`src/rtl/mips_pkg.sv`:
```
`default_nettype none
// +----------------------------------------------------------------------------+
// | Package  : mips_pkg                                                        |
// | Purpose  : Shared MIPS encoding constants. The descriptor kind enumeration  |
// |            is used by the encoder. The opcode and funct constants are also |
// |            used by the main control decoder.                               |
// | Revision : 1.0 - initial release                                           |
// +----------------------------------------------------------------------------+
package mips_pkg;

  // Descriptor kinds. Codes 9..15 are illegal.
  typedef enum logic [3:0] {
    KIND_ADD  = 4'd0,
    KIND_SUB  = 4'd1,
    KIND_AND  = 4'd2,
    KIND_OR   = 4'd3,
    KIND_SLT  = 4'd4,
    KIND_LW   = 4'd5,
    KIND_SW   = 4'd6,
    KIND_BEQ  = 4'd7,
    KIND_ADDI = 4'd8
  } kind_e;

  // Primary opcodes (instr[31:26]).
  localparam logic [5:0] R_TYPE = 6'b000000;
  localparam logic [5:0] LW     = 6'b100011;
  localparam logic [5:0] SW     = 6'b101011;
  localparam logic [5:0] BEQ    = 6'b000100;
  localparam logic [5:0] ADDI   = 6'b001000;

  // R-type function codes (instr[5:0]).
  localparam logic [5:0] FUNCT_ADD = 6'b100000;
  localparam logic [5:0] FUNCT_SUB = 6'b100010;
  localparam logic [5:0] FUNCT_AND = 6'b100100;
  localparam logic [5:0] FUNCT_OR  = 6'b100101;
  localparam logic [5:0] FUNCT_SLT = 6'b101010;

endpackage : mips_pkg
`default_nettype wire

```
`src/rtl/mips_instr_pack.sv`:
```
`default_nettype none
// +----------------------------------------------------------------------------+
// | Module   : mips_instr_pack                                                 |
// | Purpose  : Purely combinational packer. It turns one symbolic descriptor   |
// |            into a 32-bit MIPS word.                                        |
// | Ports    : kind[3:0], rs/rt/rd[4:0], imm[15:0] in;                         |
// |            instr[31:0] out (0 when illegal), legal out                     |
// | Revision : 1.0 - initial release                                           |
// +----------------------------------------------------------------------------+
module mips_instr_pack
  import mips_pkg::*;
(
  input  logic [3:0]  kind,
  input  logic [4:0]  rs,
  input  logic [4:0]  rt,
  input  logic [4:0]  rd,
  input  logic [15:0] imm,
  output logic [31:0] instr,
  output logic        legal
);

  always_comb begin
    instr = '0;
    legal = 1'b1;
    case (kind)
      KIND_ADD:  instr = {R_TYPE, rs, rt, rd, 5'b00000, FUNCT_ADD};
      KIND_SUB:  instr = {R_TYPE, rs, rt, rd, 5'b00000, FUNCT_SUB};
      KIND_AND:  instr = {R_TYPE, rs, rt, rd, 5'b00000, FUNCT_AND};
      KIND_OR:   instr = {R_TYPE, rs, rt, rd, 5'b00000, FUNCT_OR};
      KIND_SLT:  instr = {R_TYPE, rs, rt, rd, 5'b00000, FUNCT_SLT};
      // For I-type instructions rd is ignored and the immediate is passed verbatim.
      KIND_LW:   instr = {LW,   rs, rt, imm};
      KIND_SW:   instr = {SW,   rs, rt, imm};
      KIND_BEQ:  instr = {BEQ,  rs, rt, imm};
      KIND_ADDI: instr = {ADDI, rs, rt, imm};
      default:   legal = 1'b0;
    endcase
  end

endmodule : mips_instr_pack
`default_nettype wire

```
`src/rtl/mips_instr_encoder.sv`:
```
`default_nettype none
// +----------------------------------------------------------------------------+
// | Module   : mips_instr_encoder                                              |
// | Purpose  : Streaming encoder. Each accepted descriptor is packed into a    |
// |            32-bit word. The word is presented with an auto-incrementing    |
// |            instruction-memory write address.                               |
// | Ports    : clk, rst_n (async, active-low), start pulse;                    |
// |            in_valid/in_ready + in_kind/in_rs/in_rt/in_rd/in_imm descriptor;|
// |            out_valid/out_ready + out_instr/out_addr word;                  |
// |            count (words since start), err (sticky illegal), full           |
// | Revision : 1.0 - initial release                                           |
// +----------------------------------------------------------------------------+
module mips_instr_encoder
  import mips_pkg::*;
#(
  parameter int ADDR_W = 6
) (
  input  logic              clk,
  input  logic              rst_n,
  input  logic              start,
  input  logic              in_valid,
  output logic              in_ready,
  input  logic [3:0]        in_kind,
  input  logic [4:0]        in_rs,
  input  logic [4:0]        in_rt,
  input  logic [4:0]        in_rd,
  input  logic [15:0]       in_imm,
  output logic              out_valid,
  input  logic              out_ready,
  output logic [31:0]       out_instr,
  output logic [ADDR_W-1:0] out_addr,
  output logic [ADDR_W:0]   count,
  output logic              err,
  output logic              full
);

  // Number of words the memory holds (2^ADDR_W).
  localparam logic [ADDR_W:0] DEPTH = {1'b1, {ADDR_W{1'b0}}};

  typedef enum logic [1:0] {
    ST_IDLE = 2'd0,
    ST_RUN  = 2'd1,
    ST_FULL = 2'd2
  } state_e;

  state_e              state_q,     state_d;
  logic [ADDR_W-1:0]   addr_q,      addr_d;
  logic [ADDR_W:0]     count_q,     count_d;
  logic                err_q,       err_d;
  logic                out_valid_q, out_valid_d;
  logic [31:0]         out_instr_q, out_instr_d;
  logic [ADDR_W-1:0]   out_addr_q,  out_addr_d;

  logic [31:0]         packed_instr;
  logic                packed_legal;
  logic                accept;

  mips_instr_pack u_pack (
    .kind  (in_kind),
    .rs    (in_rs),
    .rt    (in_rt),
    .rd    (in_rd),
    .imm   (in_imm),
    .instr (packed_instr),
    .legal (packed_legal)
  );

  // The output register can take a new word when it is empty or being drained.
  // start wins over any acceptance in the same cycle.
  assign in_ready = (state_q == ST_RUN) && (!out_valid_q || out_ready) && !start;
  assign accept   = in_valid && in_ready;

  always_comb begin
    state_d     = state_q;
    addr_d      = addr_q;
    count_d     = count_q;
    err_d       = err_q;
    out_valid_d = out_valid_q;
    out_instr_d = out_instr_q;
    out_addr_d  = out_addr_q;

    if (start) begin
      // Begin a new program. Any pending word is dropped.
      state_d     = ST_RUN;
      addr_d      = '0;
      count_d     = '0;
      err_d       = 1'b0;
      out_valid_d = 1'b0;
    end else begin
      if (out_ready) begin
        out_valid_d = 1'b0;
      end
      if (accept) begin
        if (packed_legal) begin
          out_valid_d = 1'b1;
          out_instr_d = packed_instr;
          out_addr_d  = addr_q;
          addr_d      = addr_q + ADDR_W'(1);
          count_d     = count_q + (ADDR_W + 1)'(1);
          if (count_d == DEPTH) begin
            state_d = ST_FULL;
          end
        end else begin
          // An illegal kind is consumed silently. Only the sticky flag records it.
          err_d = 1'b1;
        end
      end
    end
  end

  always_ff @(posedge clk or negedge rst_n) begin
    if (!rst_n) begin
      state_q     <= ST_IDLE;
      addr_q      <= '0;
      count_q     <= '0;
      err_q       <= 1'b0;
      out_valid_q <= 1'b0;
      out_instr_q <= '0;
      out_addr_q  <= '0;
    end else begin
      state_q     <= state_d;
      addr_q      <= addr_d;
      count_q     <= count_d;
      err_q       <= err_d;
      out_valid_q <= out_valid_d;
      out_instr_q <= out_instr_d;
      out_addr_q  <= out_addr_d;
    end
  end

  assign out_valid = out_valid_q;
  assign out_instr = out_instr_q;
  assign out_addr  = out_addr_q;
  assign count     = count_q;
  assign err       = err_q;
  assign full      = (state_q == ST_FULL);

endmodule : mips_instr_encoder
`default_nettype wire

```
`config.mk`:
```
export PLATFORM = sky130hd
export DESIGN_NAME = mips_instr_encoder
export DESIGN_NICKNAME = d
export VERILOG_FILES = /design/src/rtl/mips_pkg.sv /design/src/rtl/mips_instr_pack.sv /design/src/rtl/mips_instr_encoder.sv
export SDC_FILE = /design/constraint.sdc
export NUM_CORES = 1
export LEC_CHECK = 0
export BUFFER_PORTS_ARGS = -buffer_cell sky130_fd_sc_hd__buf_4
export CAP_MARGIN = 10
export CORE_MARGIN = 2
export CORE_UTILIZATION = 51
export CTS_CLUSTER_SIZE = 16
export DETAILED_ROUTE_END_ITERATION = 8
export GPL_TIMING_DRIVEN = 0
export PLACE_DENSITY = 0.89
export SLEW_MARGIN = 10
export SYNTH_ARGS = -nofsm -noshare
export SYNTH_HDL_FRONTEND = slang
export SYNTH_SLANG_ARGS = --single-unit
```
`constraint.sdc`:
```
create_clock -name clk -period 2 [get_ports clk]
set_clock_uncertainty 0.15 [all_clocks]
set_input_delay 0 -clock clk [delete_from_list [all_inputs] [get_ports clk]]
set_output_delay 0 -clock clk [all_outputs]
set_load 0.02 [all_outputs]
```
==> results.json, run 1 <==
{
  "cts.clk_slew.worst_paths_ns": 0.11,
  "cts_tree": "built",
  "synth_cell_types": 47,
  "syn_nets": 382,
  "pwr-share-clk_pct": 23.5,
  "antenna_found_initial": 0,
  "io_buffers": 85,
  "boundaryPins": 89,
  "routabilityCongestion": 0.904,
  "first_iter_violations": 214,
  "hp-class": "in2reg",
  "max_freq_mhz": 533,
  "grt_start_max_net_pins": 53,
  "crit_chain": "and2b_1 -> and3_1 -> clkbuf_1 -> o21ai_0 -> a311o_1",
  "detailed_place_hpwl_um": 5660,
  "critPathKind": "reg2reg",
  "irDropWorstVdd_mv": 0.440,
  "p_sw_share_pct": 34.5,
  "status": "finished, final reports clean",
  "area_growth_pct": 37.2,
  "fp.dieW_um": 78.9,
  "p_per_area_nw_per_um2": 707,
  "max_cap_violations": 0,
  "critPathMaxFanout": 8,
  "yosys.area.top_type": "dfrtp_1",
  "final_layout_size_suffix_gt1_share_pct": 25.2,
  "grt_pass1_wl_um": 13500,
  "cts_root_buf": "clkbuf_8",
  "finalSetupTns_ns": 0,
  "r2r_end": "out_instr[6]",
  "grt_setup_unrepaired": "no",
  "synthFlopType": "dfrtp_1",
  "synth_warnings": 0,
  "timing.final.crit_period_ns": 1.88,
  "die_height_um": 78.9,
  "r2r_cells": 5,
  "wire_per_inst_um": 15.6,
  "critPathCaptureType": "flip-flop",
  "relSlewSlack_pct": 55.7,
  "report.final.hold_viol_count": 0,
  "insertion_delay_ns": 0.31,
  "critical-path-slowest-cell": "dfrtp_1",
  "startpoint": "state_q[1]",
  "internal_power_mw": 1.81,
  "yosys_register_bits": 52,
  "via_per_inst": 5.79,
  "p_seq_share_pct": 45.6,
  "clock-sinks": 52,
  "ant_nets": 0,
  "drt-total-wl_um": 8210,
  "synth_top_area_share_pct": 45.5,
  "synth-edff-count": 0,
  "initial_utilization_pct": 52.2,
  "core_region_area_um2": 5470,
  "synthTopCellsByArea": "dfrtp_1, nand2_1, o21ai_0, a21oi_1, nand3_1",
  "die-area_um2": 6220,
  "pwr-share-comb_pct": 30.9,
  "start_kind": "flip-flop",
  "firstDrtPassIters": 7,
  "power_switching_uw": 957,
  "ff2ff_setup_slack_ns": 0.12,
  "required_ns": 2.06,
  "row_count": 27,
  "h-tree-depth": 2,
  "drc_errors": 0,
  "vias": 3059,
  "max_stage_delay_ns": 0.38,
  "first_global_vias": 2976,
  "final-setup-viol-count": 0,
  "syn_area_um2": 2860,
  "r2r_start": "state_q[1]",
  "final_util_pct": 71.7,
  "tightest_slew_ns": 0.665,
  "cts_buffers": 5,
  "fin_crit_sh_pct": 93.8,
  "grt-ovfl-total": 0,
  "ys_async_sr_fraction_pct": 100,
  "avgSynthCellArea_um2": 8.41,
  "fin_nets": 497,
  "drv_slew": 0,
  "grtUsageTotal_pct": 27.3,
  "synth.yosys.seq_area_share_pct": 45.5,
  "cts_setup_buffers": 0,
  "setup.worst_path.end": "out_instr[6]",
  "syn_inst": 340,
  "arrival_ns": 1.94,
  "p_leak_nw": 1.84,
  "num_antenna_cells": 0,
  "ctsLongestPathBuffers": 2
}
worst max-delay path, delay by kind of cell, from the launching register on:
kind,cells,cell delay (ns)
AND/OR/NAND/NOR,2,0.43
flip-flops,1,0.38
AO/OA/AOI/OAI,2,0.49
buffers and inverters,1,0.33
power groups by stage:
stage	sequential, mW	combinational, mW	clock (mW)
2_1_floorplan	1.41	0.296	0
3_5_place_dp	1.28	0.812	0
4_1_cts	1.26	0.850	0.656
5_1_grt	1.28	0.926	0.698
3_3_place_gp	1.28	0.791	0
6_report	1.27	0.855	0.651
cells in the final DEF (no fill, tap or decap), types with 6 or more instances in the layout:
master	count
buf_4	88
nand2_1	77
dfrtp_1	52
o21ai_0	29
dlygate4sd3_1	23
a21oi_1	21
nand3_1	15
inv_1	14
clkbuf_1	13
buf_2	10
nor2_1	9
nand4_1	8
or3_1	8
o22a_1	7
a311o_1	6
nor3_1	6
worst min-delay path by stage:
| stage | from | slack, ns | to | depth (start not counted) |
|---|---|---|---|---|
| after floorplan | rst_n | -0.45 | addr_q[0] | 0 |
| after detailed placement | rst_n | -0.07 | state_q[1] | 1 |
| after global placement | rst_n | -0.07 | out_valid | 1 |
| final | in_rd[0] | 0.007 | out_instr[11] | 4 |
| after CTS | in_rd[0] | 0.004 | out_instr[11] | 4 |
| after global routing | in_rd[3] | 0.04 | out_instr[14] | 4 |
timing repair:
item | 4_1_cts | 5_1_grt
hold endpoints to repair | 80 | 0
gates resized for setup | 0 | 6
setup endpoints to repair | 0 | 7
hold buffers | 23 | 0
cell usage after synthesis, types with 6 or more instances:
library cell  instances
nand2_1              77
dfrtp_1              52
o21ai_0              29
a21oi_1              21
clkbuf_1             15
nand3_1              15
inv_1                14
buf_2                10
nor2_1                9
nand4_1               8
or3_1                 8
nor3_1                7
o22a_1                7
a311o_1               6
per-stage QoR:
step           cells  setup slack (ns)  area (um^2)  power (mW)  hold slack [ns]
3_5_place_dp     497             0.160         3590        2.09          -0.0684
6_report         528             0.124         3920        2.77          0.00724
3_3_place_gp     497             0.216         3590        2.07          -0.0688
4_1_cts          528            0.0487         3910        2.77          0.00362
2_1_floorplan    340             0.323         2860        1.71           -0.446
5_1_grt          528           0.00591         3920        2.90           0.0387
area by class of cell:
| class | count | area (um^2) |
|---|---|---|
| Timing Repair Buffer | 108 | 868 |
| Inverter | 15 | 56.3 |
| Clock buffer | 5 | 68.8 |
| Clock inverter | 3 | 27.5 |
| Fill cell | 431 | 1550 |
| Multi-Input combinational cell | 242 | 1350 |
| Tap cell | 72 | 90.1 |
| Buffer | 31 | 158 |
| Sequential cell | 52 | 1300 |
flip-flops by register name, indices dropped and copies added, names as in the netlist:
register / flops
addr_q: 6
err: 1
out_addr: 6
count: 7
state_q: 2
out_valid: 1
out_instr: 29
cells by family after synthesis:
| family | after synthesis | synth area share [%] |
|---|---|---|
| DFF | 52 | 45.5 |
| buffers and inverters | 46 | 7.40 |
| AOI/OAI and AO/OA | 92 | 21.4 |
| xor gates and xnor gates | 2 | 0.613 |
| and+or+nand+nor | 145 | 24.0 |
| adders and majority gates | 2 | 0.876 |
| other | 1 | 0.131 |
layer usage:
metal  track usage (%)  routed length [um]
met2              47.6                4090
met4              11.0                 249
met1              33.7                3260
met5                 0                   0
met3              4.89                 613
Note: power is estimated with default switching activity, not from simulation.
==> inputs of run 2 (changes only) <==
Settings changed: CELL_PAD_IN_SITES_DETAIL_PLACEMENT set to 0, CELL_PAD_IN_SITES_GLOBAL_PLACEMENT set to 2, CORE_UTILIZATION 51 to 29, PLACE_DENSITY 0.89 to 0.88, SLEW_MARGIN 10 to unset.
Clock period 2 ns to 1.9 ns, I/O delays scaled along.
==> run 2 against run 1 <==
Clock power rose by 7.4%. Die area rose by 72%. Global-route usage fell by 10 points. Worst setup slack got worse by 0.029 ns. Count of clock-buffer cells in the layout did not move. Hold slack got worse by 0.0012 ns. Sequential share of layout area fell by 0.84 points. Core utilization fell by 30 points. Sequential cell count did not move. Combinational power rose by 5.1%. Cell area rose by 2.6%. Critical path type is now reg2out. Largest cell class unchanged. Highest routed layer unchanged.
==> results.json, run 2 (synthesis gave the netlist of run 1 again) <==
{
  "status": "finished, final reports clean",
  "p_per_area_nw_per_um2": 726,
  "drv_slew": 0,
  "routabilityCongestion": 0.818,
  "p_sw_share_pct": 34.5,
  "die-area_um2": 10700,
  "initial_utilization_pct": 29.5,
  "grtUsageMet1_pct": 22.6,
  "final_layout_size_suffix_gt1_share_pct": 25.9,
  "final_cell_mix": "buf_4, nand2_1, dfrtp_1, o21ai_0, dlygate4sd3_1",
  "start_kind": "flip-flop",
  "power_switching_mw": 1.01,
  "vias": 2905,
  "fin_nets": 497,
  "relSlewSlack_pct": 53.4,
  "boundaryPins": 89,
  "row_count": 36,
  "cts_setup_buffers": 0,
  "h-tree-depth": 2,
  "irDropWorstVdd_mv": 0.335,
  "drt-total-wl_um": 8940,
  "pwr-share-comb_pct": 30.8,
  "fp.dieW_um": 103,
  "timing.final.crit_period_ns": 1.81,
  "first_iter_violations": 96,
  "grtUsageTotal_pct": 17.1,
  "core_region_area_um2": 9680,
  "fin_hold_ws_ns": 0.00599,
  "p_seq_share_pct": 45.3,
  "finalNonFillerCells": 589,
  "max_cap_violations": 0,
  "ant_nets": 0,
  "report.final.hold_viol_count": 0,
  "final-setup-viol-count": 0,
  "dp_cells": 558,
  "fin_crit_sh_pct": 95.0,
  "grt_start_max_net_pins": 53,
  "crit_chain": "nand2b_1 -> clkbuf_1 -> nand2_1 -> nor2_1 -> buf_4",
  "internal_power_mw": 1.91,
  "wire_per_inst_um": 15.2,
  "hp-class": "in2reg",
  "insertion_delay_ns": 0.31,
  "largest_register_ffs": 29,
  "total_power_mw": 2.92,
  "cts.clk_slew.worst_paths_ns": 0.11,
  "cts_root_buf": "clkbuf_8",
  "critPathTopFamily": "buffers and inverters",
  "cts_buffers": 5,
  "die_height_um": 103,
  "max_freq_mhz": 554,
  "grt-ovfl-total": 0,
  "critPathKind": "reg2out",
  "critPathMaxFanout": 10,
  "firstDrtPassIters": 4,
  "use_met2_pct": 28.5,
  "drc_errors": 0,
  "first_global_vias": 2906,
  "grtUsageMet3_pct": 3.09,
  "num_antenna_cells": 0,
  "final_util_pct": 41.5,
  "arrival_ns": 1.66,
  "via_per_inst": 4.93,
  "crit_buf_inv": 2,
  "grt_setup_unrepaired": "yes",
  "ctsLongestPathBuffers": 2,
  "detailed_place_hpwl_um": 6240,
  "critPathCaptureType": "output pin",
  "pwr-share-clk_pct": 23.9,
  "setup_slack_ns": 0.0945,
  "grt_pass1_wl_um": 14400,
  "busiest_layer": "met2",
  "antenna_found_initial": 0,
  "cts_tree": "built",
  "critical-path-slowest-cell": "clkbuf_1",
  "fillCellCount": 1002,
  "place_ws_ns": -0.0166,
  "p_leak_nw": 1.86,
  "clock-sinks": 52,
  "required_ns": 1.75,
  "io_buffers": 85,
  "final_common_cell": "buf_4",
  "max_stage_delay_ns": 0.41,
  "tightest_slew_ns": 0.699,
  "area_growth_pct": 40.8
}
==> run 2: cell count changes in the layout (fill, tap and decap cells not counted) <==
cell           before  now
buf_4              88   90
dlygate4sd3_1      23   25
and2b_2             0    1
o31ai_1             2    1
and2b_1             1    0
o31ai_2             0    1
clkbuf_2            2    4
clkbuf_1           13   10
buf_2              10    7
==> run 2: power groups by stage <==
stage | registers, mW | logic [mW] | clock network, mW
final | 1.32 | 0.899 | 0.699
after global routing | 1.34 | 0.991 | 0.750
after CTS | 1.32 | 0.907 | 0.725
after detailed placement | 1.35 | 0.862 | 0
after global placement | 1.34 | 0.854 | 0
after floorplan | 1.49 | 0.311 | 0
==> run 2: worst reg2reg max path, cell delays in order (launching register included) <==
cell and delay [ns]:
dfrtp_1 0.39, nand2b_1 0.18, clkbuf_1 0.41, a31oi_1 0.16, a311o_1 0.33, a21oi_1 0.12
==> run 2: worst paths after layout <==
| path | slack [ns] | depth (start not counted) | end | from |
|---|---|---|---|---|
| hold reg to reg | 0.34 | 2 | out_addr[4] | out_addr[4] |
| min in group asynchronous | 0.11 | 2 | out_addr[3] | rst_n |
| hold / removal | 0.006 | 4 | out_instr[14] | in_rd[3] |
| max in group asynchronous | 1.02 | 2 | out_instr[27] | rst_n |
| setup reg to reg | 0.10 | 5 | out_instr[5] | out_valid |
| setup / recovery | 0.09 | 5 | in_ready | out_valid |
==> run 2: cell type report <==
cell class	instances	area, um^2	share of cell area [%]
Clock inverter	3	27.5	0.684
Timing Repair Buffer	110	888	22.1
Sequential cell	52	1300	32.3
Clock buffer	5	68.8	1.71
Tap cell	133	166	4.14
Buffer	29	156	3.89
Inverter	15	56.3	1.40
Multi-Input combinational cell	242	1360	33.7
==> run 2: metrics by stage <==
step,instance area [um^2],setup TNS [ns]
after floorplan,2860,0
after detailed placement,3660,-0.0166
after CTS,4020,0
after global placement,3660,0
after global routing,4020,-0.137
final,4020,0
==> run 2: routing by layer <==
metal	wire (um)	up-vias	part of all wire (%)
li1	-	1427	-
met1	3920	1369	44
met5	0	-	0
met3	481	15	5.4
met2	4360	94	49
met4	183	0	2.0
==> run 2: what timing repair did <==
| item | CTS | global route |
|---|---|---|
| endpoints found under the hold margin | 82 | 0 |
| setup endpoints to repair | 6 | 32 |
| gates resized for setup | 2 | 13 |
| gates cloned | 0 | 0 |
| hold buffers | 25 | 0 |
